**src/rtl/calc3_pkg.sv**
```systemverilog
// Shared command encodings, capture FSM states and the round-robin pick helper for the
// calc3 request scheduler.
package calc3_pkg;

  localparam logic [3:0] CMD_NOP = 4'h0;
  localparam logic [3:0] CMD_ADD = 4'h1;
  localparam logic [3:0] CMD_SUB = 4'h2;
  localparam logic [3:0] CMD_SHL = 4'h5;
  localparam logic [3:0] CMD_SHR = 4'h6;

  localparam int unsigned MAX_PORTS = 8;

  typedef enum logic [0:0] {
    StIdle,
    StData2
  } cap_state_e;

  typedef struct packed {
    logic       found;
    logic [2:0] idx;
  } rr_pick_t;

  function automatic logic is_add_class(input logic [3:0] cmd);
    return (cmd == CMD_ADD) || (cmd == CMD_SUB);
  endfunction

  function automatic logic is_shift_class(input logic [3:0] cmd);
    return (cmd == CMD_SHL) || (cmd == CMD_SHR);
  endfunction

  function automatic logic is_valid_cmd(input logic [3:0] cmd);
    return is_add_class(cmd) || is_shift_class(cmd);
  endfunction

  // First requesting port at or after ptr, scanning n ports with wrap-around.
  function automatic rr_pick_t rr_pick(input logic [MAX_PORTS-1:0] req, input int unsigned ptr,
                                       input int unsigned n);
    rr_pick_t    res;
    int unsigned k;
    res = '0;
    for (int unsigned i = 0; i < MAX_PORTS; i++) begin
      if (i < n) begin
        k = ptr + i;
        if (k >= n) k = k - n;
        if (!res.found && req[k[2:0]]) begin
          res.found = 1'b1;
          res.idx   = k[2:0];
        end
      end
    end
    return res;
  endfunction

endpackage

```
**src/rtl/calc3_req_sched_if.sv**
```systemverilog
// Requester and ALU-lane signal bundle of the calc3 request scheduler.
interface calc3_req_sched_if #(
  parameter int unsigned NUM_PORTS = 4,
  parameter int unsigned DATA_W    = 32,
  parameter int unsigned TAG_W     = 2
);
  localparam int unsigned PORT_W = (NUM_PORTS > 1) ? $clog2(NUM_PORTS) : 1;

  logic [4*NUM_PORTS-1:0]      req_cmd_in;
  logic [TAG_W*NUM_PORTS-1:0]  req_tag_in;
  logic [DATA_W*NUM_PORTS-1:0] req_data_in;
  logic [NUM_PORTS-1:0]        port_full;
  logic [NUM_PORTS-1:0]        port_invalid_op;
  logic [TAG_W*NUM_PORTS-1:0]  port_invalid_tag;

  logic                        adder_vld;
  logic                        adder_rdy;
  logic [3:0]                  adder_cmd;
  logic [DATA_W-1:0]           adder_data1;
  logic [DATA_W-1:0]           adder_data2;
  logic [PORT_W+TAG_W-1:0]     adder_tag;

  logic                        shift_vld;
  logic                        shift_rdy;
  logic [3:0]                  shift_cmd;
  logic [DATA_W-1:0]           shift_data1;
  logic [DATA_W-1:0]           shift_data2;
  logic [PORT_W+TAG_W-1:0]     shift_tag;

  // Scheduler side.
  modport slave (
    input  req_cmd_in, req_tag_in, req_data_in, adder_rdy, shift_rdy,
    output port_full, port_invalid_op, port_invalid_tag,
    output adder_vld, adder_cmd, adder_data1, adder_data2, adder_tag,
    output shift_vld, shift_cmd, shift_data1, shift_data2, shift_tag
  );

  // Requester / ALU side.
  modport master (
    output req_cmd_in, req_tag_in, req_data_in, adder_rdy, shift_rdy,
    input  port_full, port_invalid_op, port_invalid_tag,
    input  adder_vld, adder_cmd, adder_data1, adder_data2, adder_tag,
    input  shift_vld, shift_cmd, shift_data1, shift_data2, shift_tag
  );

endinterface

```
**src/rtl/calc3_port_queue.sv**
```systemverilog
// One requester port: two-cycle capture FSM, reject/full logic and a DEPTH-entry request FIFO
// whose head is offered to the lane arbiters.
module calc3_port_queue
  import calc3_pkg::*;
#(
  parameter int unsigned DATA_W = 32,
  parameter int unsigned TAG_W  = 2,
  parameter int unsigned DEPTH  = 2
) (
  input  logic              c_clk,
  input  logic              reset,
  input  logic [3:0]        cmd_in,
  input  logic [TAG_W-1:0]  tag_in,
  input  logic [DATA_W-1:0] data_in,
  input  logic              pop,
  output logic              head_vld,
  output logic [3:0]        head_cmd,
  output logic [TAG_W-1:0]  head_tag,
  output logic [DATA_W-1:0] head_data1,
  output logic [DATA_W-1:0] head_data2,
  output logic              full,
  output logic              invalid_op,
  output logic [TAG_W-1:0]  invalid_tag
);
  localparam int unsigned PTR_W   = (DEPTH > 1) ? $clog2(DEPTH) : 1;
  localparam int unsigned CNT_W   = $clog2(DEPTH + 1);
  localparam int unsigned ENTRY_W = 4 + TAG_W + 2 * DATA_W;

  cap_state_e        state_q, state_d;
  logic [3:0]        cmd_q, cmd_d;
  logic [TAG_W-1:0]  tag_q, tag_d;
  logic [DATA_W-1:0] data1_q, data1_d;
  logic              reject_q, reject_d;
  logic [CNT_W-1:0]  count_q, count_d;
  logic [PTR_W-1:0]  wr_ptr_q, wr_ptr_d, rd_ptr_q, rd_ptr_d;
  logic              full_q, full_d;
  logic              invalid_q, invalid_d;
  logic [TAG_W-1:0]  invalid_tag_q, invalid_tag_d;
  logic              push, reserved_d;
  logic [ENTRY_W-1:0] mem [DEPTH];

  always_comb begin
    state_d       = state_q;
    cmd_d         = cmd_q;
    tag_d         = tag_q;
    data1_d       = data1_q;
    reject_d      = reject_q;
    invalid_d     = 1'b0;
    invalid_tag_d = '0;
    push          = 1'b0;
    reserved_d    = 1'b0;
    case (state_q)
      StIdle: begin
        if (cmd_in != CMD_NOP) begin
          state_d       = StData2;
          cmd_d         = cmd_in;
          tag_d         = tag_in;
          data1_d       = data_in;
          // In IDLE no capture is in flight, so the queue count is the whole reservation.
          reject_d      = !is_valid_cmd(cmd_in) || (32'(count_q) >= DEPTH);
          invalid_d     = reject_d;
          invalid_tag_d = reject_d ? tag_in : '0;
          reserved_d    = !reject_d;
        end
      end
      StData2: begin
        state_d = StIdle;
        push    = !reject_q;
      end
      default: state_d = StIdle;
    endcase

    count_d = count_q;
    if (push && !pop) begin
      count_d = count_q + 1'b1;
    end else if (!push && pop) begin
      count_d = count_q - 1'b1;
    end
    wr_ptr_d = wr_ptr_q;
    if (push) wr_ptr_d = (32'(wr_ptr_q) == DEPTH - 1) ? '0 : wr_ptr_q + 1'b1;
    rd_ptr_d = rd_ptr_q;
    if (pop) rd_ptr_d = (32'(rd_ptr_q) == DEPTH - 1) ? '0 : rd_ptr_q + 1'b1;
    full_d = (32'(count_d) + (reserved_d ? 32'd1 : 32'd0)) >= DEPTH;
  end

  always_ff @(posedge c_clk or negedge reset) begin
    if (!reset) begin
      state_q       <= StIdle;
      cmd_q         <= '0;
      tag_q         <= '0;
      data1_q       <= '0;
      reject_q      <= 1'b0;
      count_q       <= '0;
      wr_ptr_q      <= '0;
      rd_ptr_q      <= '0;
      full_q        <= 1'b0;
      invalid_q     <= 1'b0;
      invalid_tag_q <= '0;
    end else begin
      state_q       <= state_d;
      cmd_q         <= cmd_d;
      tag_q         <= tag_d;
      data1_q       <= data1_d;
      reject_q      <= reject_d;
      count_q       <= count_d;
      wr_ptr_q      <= wr_ptr_d;
      rd_ptr_q      <= rd_ptr_d;
      full_q        <= full_d;
      invalid_q     <= invalid_d;
      invalid_tag_q <= invalid_tag_d;
    end
  end

  always_ff @(posedge c_clk) begin
    if (push) mem[wr_ptr_q] <= {cmd_q, tag_q, data1_q, data_in};
  end

  assign head_vld = (count_q != '0);
  assign {head_cmd, head_tag, head_data1, head_data2} = mem[rd_ptr_q];
  assign full        = full_q;
  assign invalid_op  = invalid_q;
  assign invalid_tag = invalid_tag_q;

endmodule

```
**src/rtl/calc3_req_sched.sv**
```systemverilog
// calc3 request front-end: per-port request queues feeding round-robin arbitrated adder and
// shifter lane registers with valid/ready outputs.
module calc3_req_sched
  import calc3_pkg::*;
#(
  parameter int unsigned NUM_PORTS = 4,
  parameter int unsigned DATA_W    = 32,
  parameter int unsigned TAG_W     = 2,
  parameter int unsigned DEPTH     = 2
) (
  input logic              c_clk,
  input logic              reset,
  calc3_req_sched_if.slave bus
);
  localparam int unsigned PORT_W = (NUM_PORTS > 1) ? $clog2(NUM_PORTS) : 1;
  localparam int unsigned LTAG_W = PORT_W + TAG_W;

  logic              head_vld   [NUM_PORTS];
  logic [3:0]        head_cmd   [NUM_PORTS];
  logic [TAG_W-1:0]  head_tag   [NUM_PORTS];
  logic [DATA_W-1:0] head_data1 [NUM_PORTS];
  logic [DATA_W-1:0] head_data2 [NUM_PORTS];
  logic              pop        [NUM_PORTS];
  logic              full       [NUM_PORTS];
  logic              inv        [NUM_PORTS];
  logic [TAG_W-1:0]  inv_tag    [NUM_PORTS];

  for (genvar p = 0; p < NUM_PORTS; p++) begin : g_port
    calc3_port_queue #(
      .DATA_W(DATA_W),
      .TAG_W (TAG_W),
      .DEPTH (DEPTH)
    ) u_queue (
      .c_clk      (c_clk),
      .reset      (reset),
      .cmd_in     (bus.req_cmd_in[4*p +: 4]),
      .tag_in     (bus.req_tag_in[TAG_W*p +: TAG_W]),
      .data_in    (bus.req_data_in[DATA_W*p +: DATA_W]),
      .pop        (pop[p]),
      .head_vld   (head_vld[p]),
      .head_cmd   (head_cmd[p]),
      .head_tag   (head_tag[p]),
      .head_data1 (head_data1[p]),
      .head_data2 (head_data2[p]),
      .full       (full[p]),
      .invalid_op (inv[p]),
      .invalid_tag(inv_tag[p])
    );
  end

  always_comb begin
    bus.port_full        = '0;
    bus.port_invalid_op  = '0;
    bus.port_invalid_tag = '0;
    for (int unsigned p = 0; p < NUM_PORTS; p++) begin
      bus.port_full[p]                      = full[p];
      bus.port_invalid_op[p]                = inv[p];
      bus.port_invalid_tag[TAG_W*p +: TAG_W] = inv_tag[p];
    end
  end

  // Lane 0 is the adder, lane 1 the shifter.
  logic [1:0]           lane_rdy;
  logic [MAX_PORTS-1:0] lane_req  [2];
  rr_pick_t             pick      [2];
  logic [1:0]           lane_load;
  logic [NUM_PORTS-1:0] lane_pop  [2];
  logic [PORT_W-1:0]    ptr_q     [2];
  logic [PORT_W-1:0]    ptr_d     [2];
  logic [1:0]           vld_q, vld_d;
  logic [3:0]           cmd_q     [2];
  logic [3:0]           cmd_d     [2];
  logic [DATA_W-1:0]    data1_q   [2];
  logic [DATA_W-1:0]    data1_d   [2];
  logic [DATA_W-1:0]    data2_q   [2];
  logic [DATA_W-1:0]    data2_d   [2];
  logic [LTAG_W-1:0]    tag_q     [2];
  logic [LTAG_W-1:0]    tag_d     [2];

  assign lane_rdy = {bus.shift_rdy, bus.adder_rdy};

  always_comb begin
    for (int unsigned l = 0; l < 2; l++) begin
      lane_req[l] = '0;
      for (int unsigned p = 0; p < NUM_PORTS; p++) begin
        lane_req[l][p] = head_vld[p] &&
                         ((l == 0) ? is_add_class(head_cmd[p]) : is_shift_class(head_cmd[p]));
      end
      pick[l]      = rr_pick(lane_req[l], 32'(ptr_q[l]), NUM_PORTS);
      lane_load[l] = pick[l].found && (!vld_q[l] || lane_rdy[l]);
      lane_pop[l]  = '0;
      vld_d[l]     = vld_q[l] && !lane_rdy[l];
      cmd_d[l]     = cmd_q[l];
      data1_d[l]   = data1_q[l];
      data2_d[l]   = data2_q[l];
      tag_d[l]     = tag_q[l];
      ptr_d[l]     = ptr_q[l];
      if (lane_load[l]) begin
        vld_d[l] = 1'b1;
        ptr_d[l] = (32'(pick[l].idx) == NUM_PORTS - 1) ? '0 : PORT_W'(32'(pick[l].idx) + 1);
        for (int unsigned p = 0; p < NUM_PORTS; p++) begin
          if (32'(pick[l].idx) == p) begin
            lane_pop[l][p] = 1'b1;
            cmd_d[l]       = head_cmd[p];
            data1_d[l]     = head_data1[p];
            data2_d[l]     = head_data2[p];
            tag_d[l]       = {PORT_W'(p), head_tag[p]};
          end
        end
      end
    end
    for (int unsigned p = 0; p < NUM_PORTS; p++) begin
      pop[p] = lane_pop[0][p] | lane_pop[1][p];
    end
  end

  always_ff @(posedge c_clk or negedge reset) begin
    if (!reset) begin
      vld_q <= '0;
      for (int unsigned l = 0; l < 2; l++) begin
        ptr_q[l]   <= '0;
        cmd_q[l]   <= '0;
        data1_q[l] <= '0;
        data2_q[l] <= '0;
        tag_q[l]   <= '0;
      end
    end else begin
      vld_q   <= vld_d;
      ptr_q   <= ptr_d;
      cmd_q   <= cmd_d;
      data1_q <= data1_d;
      data2_q <= data2_d;
      tag_q   <= tag_d;
    end
  end

  assign bus.adder_vld   = vld_q[0];
  assign bus.adder_cmd   = cmd_q[0];
  assign bus.adder_data1 = data1_q[0];
  assign bus.adder_data2 = data2_q[0];
  assign bus.adder_tag   = tag_q[0];
  assign bus.shift_vld   = vld_q[1];
  assign bus.shift_cmd   = cmd_q[1];
  assign bus.shift_data1 = data1_q[1];
  assign bus.shift_data2 = data2_q[1];
  assign bus.shift_tag   = tag_q[1];

endmodule

```
**src/flat_wrapper.sv**
```systemverilog
// flat-port wrapper written by rule: the top's interface ports become plain ports
module calc3_req_sched_flat import calc3_pkg::*;
#(
  parameter int unsigned NUM_PORTS = 4,
  parameter int unsigned DATA_W    = 32,
  parameter int unsigned TAG_W     = 2,
  parameter int unsigned DEPTH     = 2
)
  (c_clk, reset, bus_req_cmd_in, bus_req_tag_in, bus_req_data_in, bus_adder_rdy, bus_shift_rdy, bus_port_full, bus_port_invalid_op, bus_port_invalid_tag, bus_adder_vld, bus_adder_cmd, bus_adder_data1, bus_adder_data2, bus_adder_tag, bus_shift_vld, bus_shift_cmd, bus_shift_data1, bus_shift_data2, bus_shift_tag);
  calc3_req_sched_if #(.NUM_PORTS(NUM_PORTS), .DATA_W(DATA_W), .TAG_W(TAG_W)) bus_i ();
  input logic c_clk;
  input logic reset;
  input wire logic [$bits(bus_i.req_cmd_in)-1:0] bus_req_cmd_in;
  input wire logic [$bits(bus_i.req_tag_in)-1:0] bus_req_tag_in;
  input wire logic [$bits(bus_i.req_data_in)-1:0] bus_req_data_in;
  input wire logic [$bits(bus_i.adder_rdy)-1:0] bus_adder_rdy;
  input wire logic [$bits(bus_i.shift_rdy)-1:0] bus_shift_rdy;
  output wire logic [$bits(bus_i.port_full)-1:0] bus_port_full;
  output wire logic [$bits(bus_i.port_invalid_op)-1:0] bus_port_invalid_op;
  output wire logic [$bits(bus_i.port_invalid_tag)-1:0] bus_port_invalid_tag;
  output wire logic [$bits(bus_i.adder_vld)-1:0] bus_adder_vld;
  output wire logic [$bits(bus_i.adder_cmd)-1:0] bus_adder_cmd;
  output wire logic [$bits(bus_i.adder_data1)-1:0] bus_adder_data1;
  output wire logic [$bits(bus_i.adder_data2)-1:0] bus_adder_data2;
  output wire logic [$bits(bus_i.adder_tag)-1:0] bus_adder_tag;
  output wire logic [$bits(bus_i.shift_vld)-1:0] bus_shift_vld;
  output wire logic [$bits(bus_i.shift_cmd)-1:0] bus_shift_cmd;
  output wire logic [$bits(bus_i.shift_data1)-1:0] bus_shift_data1;
  output wire logic [$bits(bus_i.shift_data2)-1:0] bus_shift_data2;
  output wire logic [$bits(bus_i.shift_tag)-1:0] bus_shift_tag;
  assign bus_i.req_cmd_in = bus_req_cmd_in;
  assign bus_i.req_tag_in = bus_req_tag_in;
  assign bus_i.req_data_in = bus_req_data_in;
  assign bus_i.adder_rdy = bus_adder_rdy;
  assign bus_i.shift_rdy = bus_shift_rdy;
  assign bus_port_full = bus_i.port_full;
  assign bus_port_invalid_op = bus_i.port_invalid_op;
  assign bus_port_invalid_tag = bus_i.port_invalid_tag;
  assign bus_adder_vld = bus_i.adder_vld;
  assign bus_adder_cmd = bus_i.adder_cmd;
  assign bus_adder_data1 = bus_i.adder_data1;
  assign bus_adder_data2 = bus_i.adder_data2;
  assign bus_adder_tag = bus_i.adder_tag;
  assign bus_shift_vld = bus_i.shift_vld;
  assign bus_shift_cmd = bus_i.shift_cmd;
  assign bus_shift_data1 = bus_i.shift_data1;
  assign bus_shift_data2 = bus_i.shift_data2;
  assign bus_shift_tag = bus_i.shift_tag;
  calc3_req_sched #(.NUM_PORTS(NUM_PORTS), .DATA_W(DATA_W), .TAG_W(TAG_W), .DEPTH(DEPTH)) u_core (.c_clk(c_clk), .reset(reset), .bus(bus_i));
endmodule
```
**config.mk**
```make
export PLATFORM = sky130hd
export DESIGN_NAME = calc3_req_sched_flat
export DESIGN_NICKNAME = d
export VERILOG_FILES = /design/src/rtl/calc3_pkg.sv /design/src/rtl/calc3_req_sched_if.sv /design/src/rtl/calc3_port_queue.sv /design/src/rtl/calc3_req_sched.sv /design/src/flat_wrapper.sv
export SDC_FILE = /design/constraint.sdc
export NUM_CORES = 1
export LEC_CHECK = 0
export CORE_MARGIN = 5
export CORE_UTILIZATION = 30
export DETAILED_ROUTE_END_ITERATION = 12
export PLACE_DENSITY = 0.44
export SYNTH_ARGS = -nofsm -noshare
export SYNTH_HDL_FRONTEND = slang
export SYNTH_SLANG_ARGS = --single-unit
```
**constraint.sdc**
```tcl
create_clock -name c_clk -period 7 [get_ports c_clk]
set_input_delay 1.05 -clock c_clk [delete_from_list [all_inputs] [get_ports c_clk]]
set_output_delay 1.05 -clock c_clk [all_outputs]
set_load 0.05 [all_outputs]
```
; After elaboration in Yosys (flattened, before gate mapping)
; Memories as Yosys holds them, arrays and structs flattened.
; Cells that the tools add are included.
[totals]
mem_count = 4
in_bits = 156
mem_bits_ro = 0
mem_bits_rw = 560
wordCells = 411
latch_bits = 0
regBits = 342
[op_classes]
n_eq_ne = 38
mux = 146
reduce_logical = 100
n_mul = 0
add_sub_neg = 36
n_div = 0
n_shift = 0
bitwise = 8
magnitude_cmp = 24
[mem_list]
columns = memory, words, word_bits, rd, rd_clocked_by_memory_dff, write_ports, line
row1 = u_core.g_port[0].u_queue.mem, 2, 70, 1, 0, 1, calc3_port_queue.sv:40  ; logic [ENTRY_W-1:0] mem [DEPTH];
row2 = u_core.g_port[1].u_queue.mem, 2, 70, 1, 0, 1, calc3_port_queue.sv:40
row3 = u_core.g_port[2].u_queue.mem, 2, 70, 1, 0, 1, calc3_port_queue.sv:40
row4 = u_core.g_port[3].u_queue.mem, 2, 70, 1, 0, 1, calc3_port_queue.sv:40
[ops]
columns = cell, count
row1 = $mux 32, 16
row2 = $ge 32x3->1 const B, 6
row3 = $mux 4, 26
row4 = $eq 4x3->1 const B, 16
row5 = $mux 1, 62
row6 = $mux 2, 22
row7 = $eq 4x1->1 const B, 8
row8 = $eq 4x2->1 const B, 8
row9 = $lt 3x4->1 const B, 8
row10 = $logic_not 1->1, 30
row11 = $logic_and 1x1->1, 26
row12 = $logic_or 1x1->1, 26
row13 = $bmux 1 s3, 8
row14 = $mux 3, 8
row15 = $reduce_bool 4->1, 6
row16 = $sub 3x3->3 const B, 6
row17 = $add 2x1->2 const B, 6
row18 = $add 2x1->3, 4
row19 = $add 2x2->3 const B, 4
row20 = $eq 3x2->1 const B, 4
row21 = $ge 3x2->1 const B, 4
row22 = $reduce_and 2->1, 6
row23 = $add 1x1->1 const B, 8
row24 = $ge 2x2->1 const B, 4
row25 = other kinds (10), 30

; Depth between registers and ports, before layout
; An unclocked memory read counts as a cell.
[depth]
word_depth = 25
ltp_mapped = 22

; By module
; A second synthesis with hierarchy kept.
[unflattened]
hier_cells = 2635
hier_area_um2 = 39076.2
[by_module_without_submodules]
columns = mod, cells_each, seq_area_each_um2, area_each_um2, n_inst
row1 = calc3_port_queue at u_core.g_port[1].u_queue ..., 345, 5405.2, 7059.3, 3
row2 = calc3_req_sched, 1261, 3753.6, 10842.9, 1
row3 = calc3_port_queue at u_core.g_port[0].u_queue, 339, 5405.2, 7055.5, 1

; Least setup slack after synthesis
; Ideal clock, no wire load.
[synth_path]
path_kind = reg2reg
startpoint = reg u_core.g_port[1].u_queue.state_q
endpoint = mem u_core.g_port[1].u_queue.mem[0][0] (netlist bit), enable pin
stages_incl_launch_ff = 4
t_arrival_ns = 3.657
setup_time_ns = 0.499
required_ns = 6.501
slack_ns = 2.844
cell_sequence = dfrtp_1 -> clkbuf_1 -> nand2b_1 -> nor2_1
[synth_between]
elab_chain_cells = 3
[synth_rtl]
columns = item, line
row1 = start: declaration, calc3_port_queue.sv:29  ; cap_state_e state_q, state_d;
row2 = start signal: assignment, calc3_port_queue.sv:88  ; state_q <= StIdle;
row3 = start signal: assignment, calc3_port_queue.sv:100  ; state_q <= state_d;
row4 = $mux 1, calc3_port_queue.sv:52  ; case (state_q)
row5 = $mux 1, calc3_port_queue.sv:115  ; if (push) mem[wr_ptr_q] <= {cmd_q, tag_q, data1_q, data_in};
row6 = $mux 1 (not written as such), calc3_port_queue.sv:115
row7 = end: declaration, calc3_port_queue.sv:40
; Every way passes these cells.

; Final worst setup path
[layout_path]
startpoint = reg u_core.g_port[2].u_queue.rd_ptr_q
endpoint = reg u_core.data1_q, in the netlist u_core.bus.adder_data1[13]
[layout_between]
elab_chain_cells = 20
[layout_rtl]
columns = item, line
row1 = start: declaration, calc3_port_queue.sv:35  ; logic [PTR_W-1:0] wr_ptr_q, wr_ptr_d, rd_ptr_q, rd_ptr_d;
row2 = start signal: assignment, calc3_port_queue.sv:107  ; rd_ptr_q <= rd_ptr_d;
row3 = $mem_v2 2x70 (*), n/a
row4 = $eq 4x1->1 or $eq 4x2->1 (tied branches), calc3_pkg.sv:24  ; return (cmd == CMD_ADD) || (cmd == CMD_SUB);
row5 = $logic_or 1x1->1, n/a
row6 = $logic_and 1x1->1, calc3_req_sched.sv:86  ; lane_req[l][p] = head_vld[p] &&
row7 = $bmux 1 s3, calc3_pkg.sv:45  ; if (!res.found && req[k[2:0]]) begin
row8 = $mux 1 (not written as such), calc3_pkg.sv:45
row9 = $mux 4, calc3_pkg.sv:45
row10 = $logic_not 1->1, calc3_pkg.sv:45
row11 = [... 2 more ...], n/a
row12 = $logic_not 1->1, calc3_pkg.sv:45
row13 = $logic_and 1x1->1, calc3_pkg.sv:45
row14 = $mux 4, calc3_pkg.sv:45
row15 = $logic_not 1->1, calc3_pkg.sv:45
row16 = $logic_and 1x1->1, calc3_pkg.sv:45
row17 = $mux 4, calc3_pkg.sv:45
row18 = $eq 3x1->1, calc3_req_sched.sv:102  ; if (32'(pick[l].idx) == p) begin
row19 = $mux 32 (3 in series), calc3_req_sched.sv:102
row20 = end signal: assignment, calc3_req_sched.sv:131  ; data1_q <= data1_d;
row21 = end: declaration, calc3_req_sched.sv:73  ; logic [DATA_W-1:0] data1_q [2];
; Every way passes the cells marked *; elsewhere a longest branch is shown, timed or not. The select of a mux whose other input is x is not followed.
; A chain may end at the register's enable or synchronous reset.

==> results.toml <==
[outcome]
outcome = "completed"

[power_and_ir_drop]
p_per_area_mw_per_mm2 = 572
power_frac_seq_pct = 29.2
p_sw_uw = 12200
pwr-share-comb_pct = 50.7
p_clk_share_pct = 20.0
internal_power_uw = 15000
switching_share_pct = 44.8
ir_drop_mv = 0.732
p_leak_uw = 0.0177

[cts]
cts.clk_slew.worst_paths_ns = 0.06
cts_sinks = 902
cts_tree = "yes"
clock_latency_ns = 0.71
cts_max_path_buffers = 3
cts_resized = 0
postCtsSetupBuffers = 0
htree_levels = 3
root_buffer = "clkbuf_16"
cts_buffers = 104
hold_buffers = 0

[die]
core_area_mm2 = 0.129
die_h_um = 370
start_util_pct = 30.1
die_w_um = 370
die-area_mm2 = 0.137
row_count = 132
ios = 318

[synth]
yosys_warnings = 0
syn_area_mm2 = 0.0389
ys_seq_elements = 902
ys.flop_type = "edfxtp_1"
synth-edff-count = 560
synthArstFlopShare_pct = 37.9
yosysUniqueCellTypes = 70
synthCells = 2920
syn_avg_cell_area_um2 = 13.3
synth_nets = 3102
ys_seq_area_share_pct = 65.2

[place]
finalWeightedCongestion = 0.809
port_buffers = 317
dp_hpwl_mm = 88.4
dp.cells = 4815
dpl_cell_area_mm2 = 0.0440

[global_routing]
grt_max_degree = 101
antenna_found_initial = 22
grt_pass1_vias = 26659
grt_usage_pct = 19.4
overflow = 0
grt_pass1_wl_mm = 194

[routing]
dr.pass1.iters = 6
drt_wl_total_mm = 135
drt_iter0_drc = 2168
drc_errors = 0
vias_per_cell = 5.20
wire_per_inst_um = 27.0
vias = 26085
drtAntennaViolNets = 0

[critical_path]
rrSetupSlack_ns = 1.53
end_kind = "register"
cp_max_fo = 50
crit_arrival_ns = 6.04
reg2reg_depth = 16
startpoint_type = "register"
path_class = "reg2reg"
r2r-start = "u_core.g_port[2].u_queue.rd_ptr_q$_DFFE_PN0P_"
startpoint = "u_core.g_port[2].u_queue.rd_ptr_q$_DFFE_PN0P_"
r2r_end = "u_core.bus.adder_data1[13]$_DFFE_PN0P_"
cp.required_ns = 7.57
crit_path_end = "u_core.bus.adder_data1[13]$_DFFE_PN0P_"

[timing]
tns_ns = 0
hold_violations = 0
fin_skew_ns = 0.0431
rsz0062_at_grt = "false"
fin_crit_ns = 5.47
report.final.slew_viol_count = 0
setup_violations = 0
period_share_pct = 78.1
fmax_mhz = 183
maxSlewHeadroom_pct = 21.8
worst_slew_pin_slew_ns = 1.17

[min_path]
holdCritPathClass = "in2async"

[cells_and_area]
area_growth_pct = 21.9
drive_above_1_share_pct = 11.0
stdcell_area_mm2 = 0.0474
nets = 3361
fin_cells = 5019

[run]
cap_violations = 0
[registers in the layout (all words and copies together), names as in the netlist, 8 cells and up]
signal and cells:
u_core.bus.shift_data1 32, u_core.bus.adder_data1 32, u_core.bus.adder_data2 32, u_core.g_port.u_queue.tag_q 8
u_core.g_port.u_queue.data1_q 128, u_core.g_port.u_queue.cmd_q 16, u_core.g_port.u_queue.mem 560, u_core.bus.shift_data2 32
u_core.g_port.u_queue.invalid_tag 8, u_core.g_port.u_queue.count_q 8
[critical path, stage by stage (launching register included)]
cell and delay, ns:
dfrtp_4 1.00, or4b_1 0.52, o21ai_2 0.31, o221ai_1 0.21, and2_1 0.24, nand2_1 0.10, o22ai_1 0.08, o21ai_0 0.25
mux2_2 0.23, ha_2 0.17, buf_4 0.58, o31a_2 0.57, buf_4 0.55, nand2_1 0.10, o21ai_0 0.11, nand2_1 0.07
a22o_1 0.19
[stage by stage]
| step | setup WS (ns) | hold slack [ns] | util (%) | power [uW] |
|---|---|---|---|---|
| floorplan | 2.84 | 0.436 | - | 16900 |
| global placement | 1.65 | 0.445 | 34.0 | 21600 |
| finish | 1.53 | 0.346 | 36.7 | 27100 |
| CTS | 1.55 | 0.429 | 36.7 | 27300 |
| global route | 1.08 | 0.425 | 36.7 | 28600 |
| detailed placement | 1.55 | 0.451 | 34.0 | 21800 |
[metal layers]
metal  up-vias  wire, um  GRT usage [%]
li1      11560         -              -
met5         -        21              0
met3       202      8610           3.64
met1     13370     61200           27.1
met2       949     61900           30.6
met4         4      3700           6.10
[area by class of cell]
type / instances / area, um2
multi-input combinational: 1773 / 12700
clock inverter: 48 / 473
sequential: 902 / 25400
antenna: 8 / 20.0
clock buffer: 148 / 2940
inverter: 33 / 124
timing repair buffer: 365 / 3600
fill: 12391 / 81700
tap: 1742 / 2180
[cells by family after synthesis]
kind of cell,after synthesis,synth area share (%)
xor+xnor,29,0.653
fa+ha+maj,34,1.04
buf+inv,245,2.59
flops,902,65.2
compound gates,733,13.2
simple gates,568,6.32
mux,409,10.9
[placed cells by master (no fill, tap or decap), types with 7 or more instances in the layout]
cell type / instances
clkinv_2: 23
a31oi_1: 95
a22oi_1: 46
mux2i_1: 306
nand3_1: 7
clkinv_1: 7
o211ai_1: 147
o21ai_1: 24
clkbuf_8: 9
nand2_1: 348
edfxtp_1: 560
dfrtp_1: 338
and2_1: 56
nor4_1: 13
o21a_1: 76
o21ai_0: 84
mux2_2: 100
buf_4: 43
clkdlybuf4s50_1: 316
diode_2: 8
nor2_1: 92
inv_1: 29
clkbuf_16: 108
clkbuf_1: 31
a211oi_1: 28
xnor2_1: 24
maj3_1: 8
o22a_1: 24
ha_1: 21
bufinv_16: 8
a2bb2oi_1: 24
a21oi_1: 83
a22o_1: 55
[cell usage after synthesis, types with 26 or more instances]
library cell | number | area [um2]
a211oi_1 | 28 | 210
a21oi_1 | 83 | 415
a22o_1 | 55 | 482
a22oi_1 | 46 | 345
a31oi_1 | 95 | 594
and2_1 | 60 | 375
buf_2 | 29 | 145
clkbuf_1 | 156 | 586
dfrtp_1 | 342 | 8560
edfxtp_1 | 560 | 16800
ha_1 | 26 | 325
inv_1 | 31 | 116
mux2_2 | 100 | 1130
mux2i_1 | 306 | 3060
nand2_1 | 350 | 1310
nor2_1 | 98 | 368
o211ai_1 | 147 | 1100
o21a_1 | 76 | 571
o21ai_0 | 84 | 420
[power by group through the flow]
| stage | logic (uW) | clock network [uW] | registers (uW) |
|---|---|---|---|
| after floorplan | 8090 | 0 | 8810 |
| after global placement | 13600 | 0 | 8010 |
| after detailed placement | 13800 | 0 | 8030 |
| after CTS | 13800 | 5580 | 7950 |
| after global routing | 14800 | 5810 | 8040 |
| final | 13800 | 5430 | 7930 |
[worst min path at each step]
stage | from | endpoint | slack (ns)
finish | reset | u_core.g_port[1].u_queue.data1_q[28]$_DFFE_PN0P_ | 0.35
global route | reset | u_core.g_port[1].u_queue.data1_q[28]$_DFFE_PN0P_ | 0.42
CTS | reset | u_core.g_port[1].u_queue.data1_q[28]$_DFFE_PN0P_ | 0.43
detailed placement | u_core.g_port[1].u_queue.data1_q[27]$_DFFE_PN0P_ | u_core.g_port[1].u_queue.mem[0][59]$_DFFE_PP_ | 0.45
global placement | u_core.g_port[2].u_queue.data1_q[26]$_DFFE_PN0P_ | u_core.g_port[2].u_queue.mem[1][58]$_DFFE_PP_ | 0.44
floorplan | u_core.g_port[1].u_queue.cmd_q[0]$_DFFE_PN0P_ | u_core.g_port[1].u_queue.mem[0][66]$_DFFE_PP_ | 0.44
(Power assumes the default switching activity.)
